## config.mk

```make
export PLATFORM = sky130hd
export DESIGN_NAME = uart_msg_sequencer
export DESIGN_NICKNAME = d
export VERILOG_FILES = /design/src/rtl/uart_msg_sequencer.sv
export SDC_FILE = /design/constraint.sdc
export NUM_CORES = 1
export LEC_CHECK = 0
export CORE_MARGIN = 2
export CORE_UTILIZATION = 60
export CTS_CLUSTER_DIAMETER = 50
export DETAILED_ROUTE_END_ITERATION = 10
export PLACE_DENSITY = 0.84
export SYNTH_ARGS = -nofsm -noshare
export SYNTH_HDL_FRONTEND = slang
export SYNTH_SLANG_ARGS = --single-unit
```

## constraint.sdc

```tcl
create_clock -name i_clk -period 4.2 [get_ports i_clk]
set_input_delay 0.42 -clock i_clk [delete_from_list [all_inputs] [get_ports i_clk]]
set_output_delay 0.42 -clock i_clk [all_outputs]
set_load 0.03 [all_outputs]
```

## src/rtl/uart_msg_sequencer.sv

```systemverilog
// uart_msg_sequencer
//   Streams a compile-time message, one byte at a time, into a txuart-style
//   stb/busy byte interface. A message is started one-shot by i_trigger, or
//   periodically every REPEAT_PERIOD_CLKS clocks while i_periodic is high.
//   Start requests that arrive while a message is in flight collapse into a
//   single pending request, which is served after the current message ends.
//
// Ports
//   i_clk        clock, all logic on posedge
//   i_reset_n    synchronous active-low reset
//   i_enable     0 blocks new messages; a message in progress still completes
//   i_periodic   1 runs the period counter; 0 holds it at its reload value
//   i_trigger    start request, sampled every cycle
//   o_tx_stb     byte valid towards txuart
//   o_tx_data    byte being offered; 0 while idle
//   i_tx_busy    txuart busy; a byte is taken when o_tx_stb && !i_tx_busy
//   o_busy       high while a message is being sent
//   o_done       one-cycle pulse after the last byte is taken
//   o_msg_count  number of completed messages, wraps at 16 bits
module uart_msg_sequencer #(
    parameter int unsigned          MSG_LEN            = 16,
    parameter logic [8*MSG_LEN-1:0] MSG                = "Hello, World! \n\r",
    parameter int unsigned          REPEAT_PERIOD_CLKS = 100_000_000,
    parameter int unsigned          IDX_W              = 8
) (
    input  logic        i_clk,
    input  logic        i_reset_n,
    input  logic        i_enable,
    input  logic        i_periodic,
    input  logic        i_trigger,
    output logic        o_tx_stb,
    output logic [7:0]  o_tx_data,
    input  logic        i_tx_busy,
    output logic        o_busy,
    output logic        o_done,
    output logic [15:0] o_msg_count
);

    localparam int unsigned SEL_W  = (MSG_LEN > 1) ? $clog2(MSG_LEN) : 1;
    localparam logic [31:0] RELOAD = 32'(REPEAT_PERIOD_CLKS - 1);
    localparam logic [IDX_W-1:0] LAST_IDX = IDX_W'(MSG_LEN - 1);

    typedef enum logic {
        IDLE = 1'b0,
        SEND = 1'b1
    } state_t;

    state_t           state, state_n;
    logic [IDX_W-1:0] idx, idx_n;
    logic             pending, pending_n;
    logic             done_q, done_n;
    logic [15:0]      count_q, count_n;
    logic [31:0]      per_cnt;
    logic             per_expire;
    logic             start;

    // Byte 0 is the most significant byte of MSG.
    logic [7:0] msg_bytes [MSG_LEN];
    for (genvar g = 0; g < MSG_LEN; g++) begin : g_bytes
        assign msg_bytes[g] = MSG[8*(MSG_LEN-g)-1 -: 8];
    end

    assign per_expire = i_periodic && (per_cnt == '0);
    assign start      = i_trigger || per_expire;

    // Period counter runs independently of the FSM state.
    always_ff @(posedge i_clk) begin
        if (!i_reset_n) begin
            per_cnt <= RELOAD;
        end else if (!i_periodic || per_cnt == '0) begin
            per_cnt <= RELOAD;
        end else begin
            per_cnt <= per_cnt - 32'd1;
        end
    end

    always_ff @(posedge i_clk) begin
        if (!i_reset_n) begin
            state   <= IDLE;
            idx     <= '0;
            pending <= 1'b0;
            done_q  <= 1'b0;
            count_q <= '0;
        end else begin
            state   <= state_n;
            idx     <= idx_n;
            pending <= pending_n;
            done_q  <= done_n;
            count_q <= count_n;
        end
    end

    always_comb begin
        state_n   = state;
        idx_n     = idx;
        pending_n = pending || start;
        done_n    = 1'b0;
        count_n   = count_q;
        case (state)
            IDLE: begin
                // The start seen in this cycle is consumed together with any
                // older pending request.
                if (i_enable && pending_n) begin
                    state_n   = SEND;
                    idx_n     = '0;
                    pending_n = 1'b0;
                end
            end
            SEND: begin
                if (!i_tx_busy) begin
                    if (idx == LAST_IDX) begin
                        state_n = IDLE;
                        idx_n   = '0;
                        done_n  = 1'b1;
                        count_n = count_q + 16'd1;
                    end else begin
                        idx_n = idx + IDX_W'(1);
                    end
                end
            end
            default: state_n = IDLE;
        endcase
    end

    assign o_tx_stb    = (state == SEND);
    assign o_busy      = (state == SEND);
    assign o_tx_data   = (state == SEND) ? msg_bytes[idx[SEL_W-1:0]] : 8'h00;
    assign o_done      = done_q;
    assign o_msg_count = count_q;

endmodule
```

==> flow_summary.json <==
{
  "top_usage_layer": "met2",
  "final_nets": 395,
  "synth_top_family_by_area": "simple AND/OR/NAND/NOR gates",
  "port_buffers": 31,
  "diodes": 0,
  "grtUsageMet2_pct": 39.03,
  "timing.final.crit_share_pct": 67.58,
  "clock_path_buffers": 2,
  "drt_first_pass_iters": 5,
  "drv_slew": 0,
  "slew_headroom_pct": 44.83,
  "dp_cells": 434,
  "cts_setup_buffers": 0,
  "synth-warning-count": 0,
  "synth-xor-area-share_pct": 11.77,
  "critPathLaunchType": "register",
  "worstMarginPinSlew_ns": 0.8275,
  "mappedNetlistArea_um2": 3050,
  "cp_slowest_cell": "clkdlybuf4s50_1",
  "syn_to_final_growth_pct": 19.07,
  "drt_wl_total_um": 6277,
  "fin_skew_ns": 0.008710,
  "synth_cells": 350,
  "cts_root_buffer": "clkbuf_8",
  "ys_ff_latch": 59,
  "core_area_um2": 4817,
  "viasPerCell": 5.604,
  "mostFrequentLayoutCell": "dfxtp_1",
  "first_global_vias": 2252,
  "die_area_um2": 5670,
  "vias": 2522,
  "avgSynthCellArea_um2": 8.716,
  "rsz0062_at_grt": "no",
  "wl_per_cell_um": 13.95,
  "drc": 0,
  "post_cts_resized": 0,
  "cts-buffers-inserted": 9,
  "path_cells": "inv_1 > ha_1 > a21oi_1 > o21ai_0 > a21boi_0 > clkdlybuf4s50_1",
  "synth_edf_count": 0,
  "io_pins": 33,
  "syn-num-nets": 367,
  "muxShareOfSynthArea_pct": 0.3281,
  "cp.required_ns": 3.78,
  "fp-row-count": 25,
  "drive_gt1_share_pct": 10.44,
  "grt_pass1_wl_um": 10160,
  "total_power_w": 0.001289,
  "use_met3_pct": 8.862,
  "place_congestion": 0.7867,
  "path_class": "register to primary output",
  "h-tree-depth": 3,
  "synth_simple_gate_area_share_pct": 32.49,
  "max-cap-violations": 0,
  "synth-main-ff-cell": "dfxtp_1",
  "initial_core_util_pct": 63.32,
  "ys_seq_area_share_pct": 38.72,
  "clk_pin_slew_ns": 0.07,
  "powerDensity_nw_per_um2": 355.0,
  "synth_fa_ha_area_share_pct": 4.512,
  "grt_use_met1_pct": 28.68,
  "ant_nets": 0,
  "setup_tns_ns": 0,
  "dieWidth_um": 75.30,
  "fmax_mhz": 352.3,
  "p_leak_nw": 1.245,
  "insertion_delay_ns": 0.35,
  "place_hpwl_um": 4117,
  "hold_slack_ns": 0.3951,
  "stdcell_count": 450,
  "hold_viol_final": 0,
  "hold_class": "register to register",
  "ys_async_sr_fraction_pct": 0,
  "cp.arrival_ns": 2.42,
  "grt_start_max_net_pins": 24,
  "synth-compound-area-share_pct": 8.203,
  "setup_viol": 0,
  "cts_tree": "yes",
  "gr-total-overflow": 0,
  "drtIter0Drc": 162,
  "max_stage_delay_ns": 0.69,
  "antenna_found_initial": 0,
  "grt_usage_pct": 23.94,
  "cp-end-kind": "primary output",
  "cts.sinks": 59,
  "ys_types": 50,
  "final_cell_mix": "dfxtp_1, nor2_1, nand2_1, xnor2_1, clkdlybuf4s50_1",
  "status": "completed",
  "die_h_um": 75.30,
  "finalCriticalPeriod_ns": 2.838,
  "ir_worst_vdd_mv": 0.2296,
  "path_max_fanout": 7,
  "n_fill_cell": 366,
  "hold_buffers": 0
}
==> path summary, 6_finish.rpt <==
check	startpoint	to	slack, ns	cells past startpoint
worst max register to register	per_cnt[6]	per_cnt[13]	1.52	5
worst min-delay path	per_cnt[0]	per_cnt[0]	0.40	1
worst min register to register	per_cnt[0]	per_cnt[0]	0.40	1
worst max-delay path	idx[0]	o_tx_data[0]	1.36	6
==> synth_stat cells, types with 5 or more instances <==
master / count / area [um2]
clkbuf_1: 7 / 26.28
dfxtp_1: 59 / 1181
ha_1: 11 / 137.6
inv_1: 10 / 37.54
nand2_1: 42 / 157.7
nand2b_1: 6 / 37.54
nand3_1: 14 / 70.07
nand4_1: 6 / 37.54
nor2_1: 43 / 161.4
nor3_1: 11 / 55.05
nor4_1: 8 / 50.05
nor4_2: 6 / 75.07
o21ai_0: 8 / 40.04
or2_2: 6 / 37.54
or3_1: 5 / 31.28
or4_1: 7 / 52.55
xnor2_1: 32 / 280.3
xor2_1: 9 / 78.83
==> state kept, by name, summed over array words and instances (netlist names) <==
name         count
o_done           1
pending          1
idx              8
o_busy           1
o_msg_count     16
per_cnt         32
==> cell families after synthesis <==
family / after synthesis
simple gates: 176
flops: 59
buf+inv: 25
compound gates: 36
mux: 1
fa+ha+maj: 11
other cells: 1
xor+xnor: 41
==> layout make-up <==
type | count | area, um2 | area share (%)
sequential | 59 | 1181 | 32.52
tap | 67 | 83.83 | 2.308
clock inverter | 4 | 95.09 | 2.618
inverter | 10 | 37.54 | 1.033
multi-input combinational | 266 | 1752 | 48.23
clock buffer | 12 | 165.2 | 4.547
timing repair buffer | 32 | 317.8 | 8.750
==> where the power goes <==
group | internal [W] | leakage, nW | switching (W) | total (W)
combinational | 0.0000210 | 0.636 | 0.0000338 | 0.0000548
sequential | 0.000562 | 0.477 | 0.00000446 | 0.000567
clock | 0.000442 | 0.133 | 0.000226 | 0.000668
total | 0.00103 | 1.25 | 0.000264 | 0.00129
==> layer usage <==
layer  wire length [um]  vias up
li1                   -     1273
met1               2766     1169
met2               3085       70
met3                336       10
met4                 88        0
met5                  0        -
==> through the flow <==
step	setup slack, ns	instance area (um2)	util, %
after global routing	1.255	3632	75.40
after detailed placement	1.615	3372	70.00
after CTS	1.357	3632	75.40
after floorplan	1.961	3050	-
after global placement	1.780	3372	70.00
final	1.362	3632	75.40
==> critical path: cells and delay by family, from the launching register on <==
family | cells | cell delay [ns]
compound gates | 3 | 0.48
fa+ha+maj | 1 | 0.34
buf+inv | 2 | 0.82
flops | 1 | 0.43
Power figures use the tool's default switching activity.
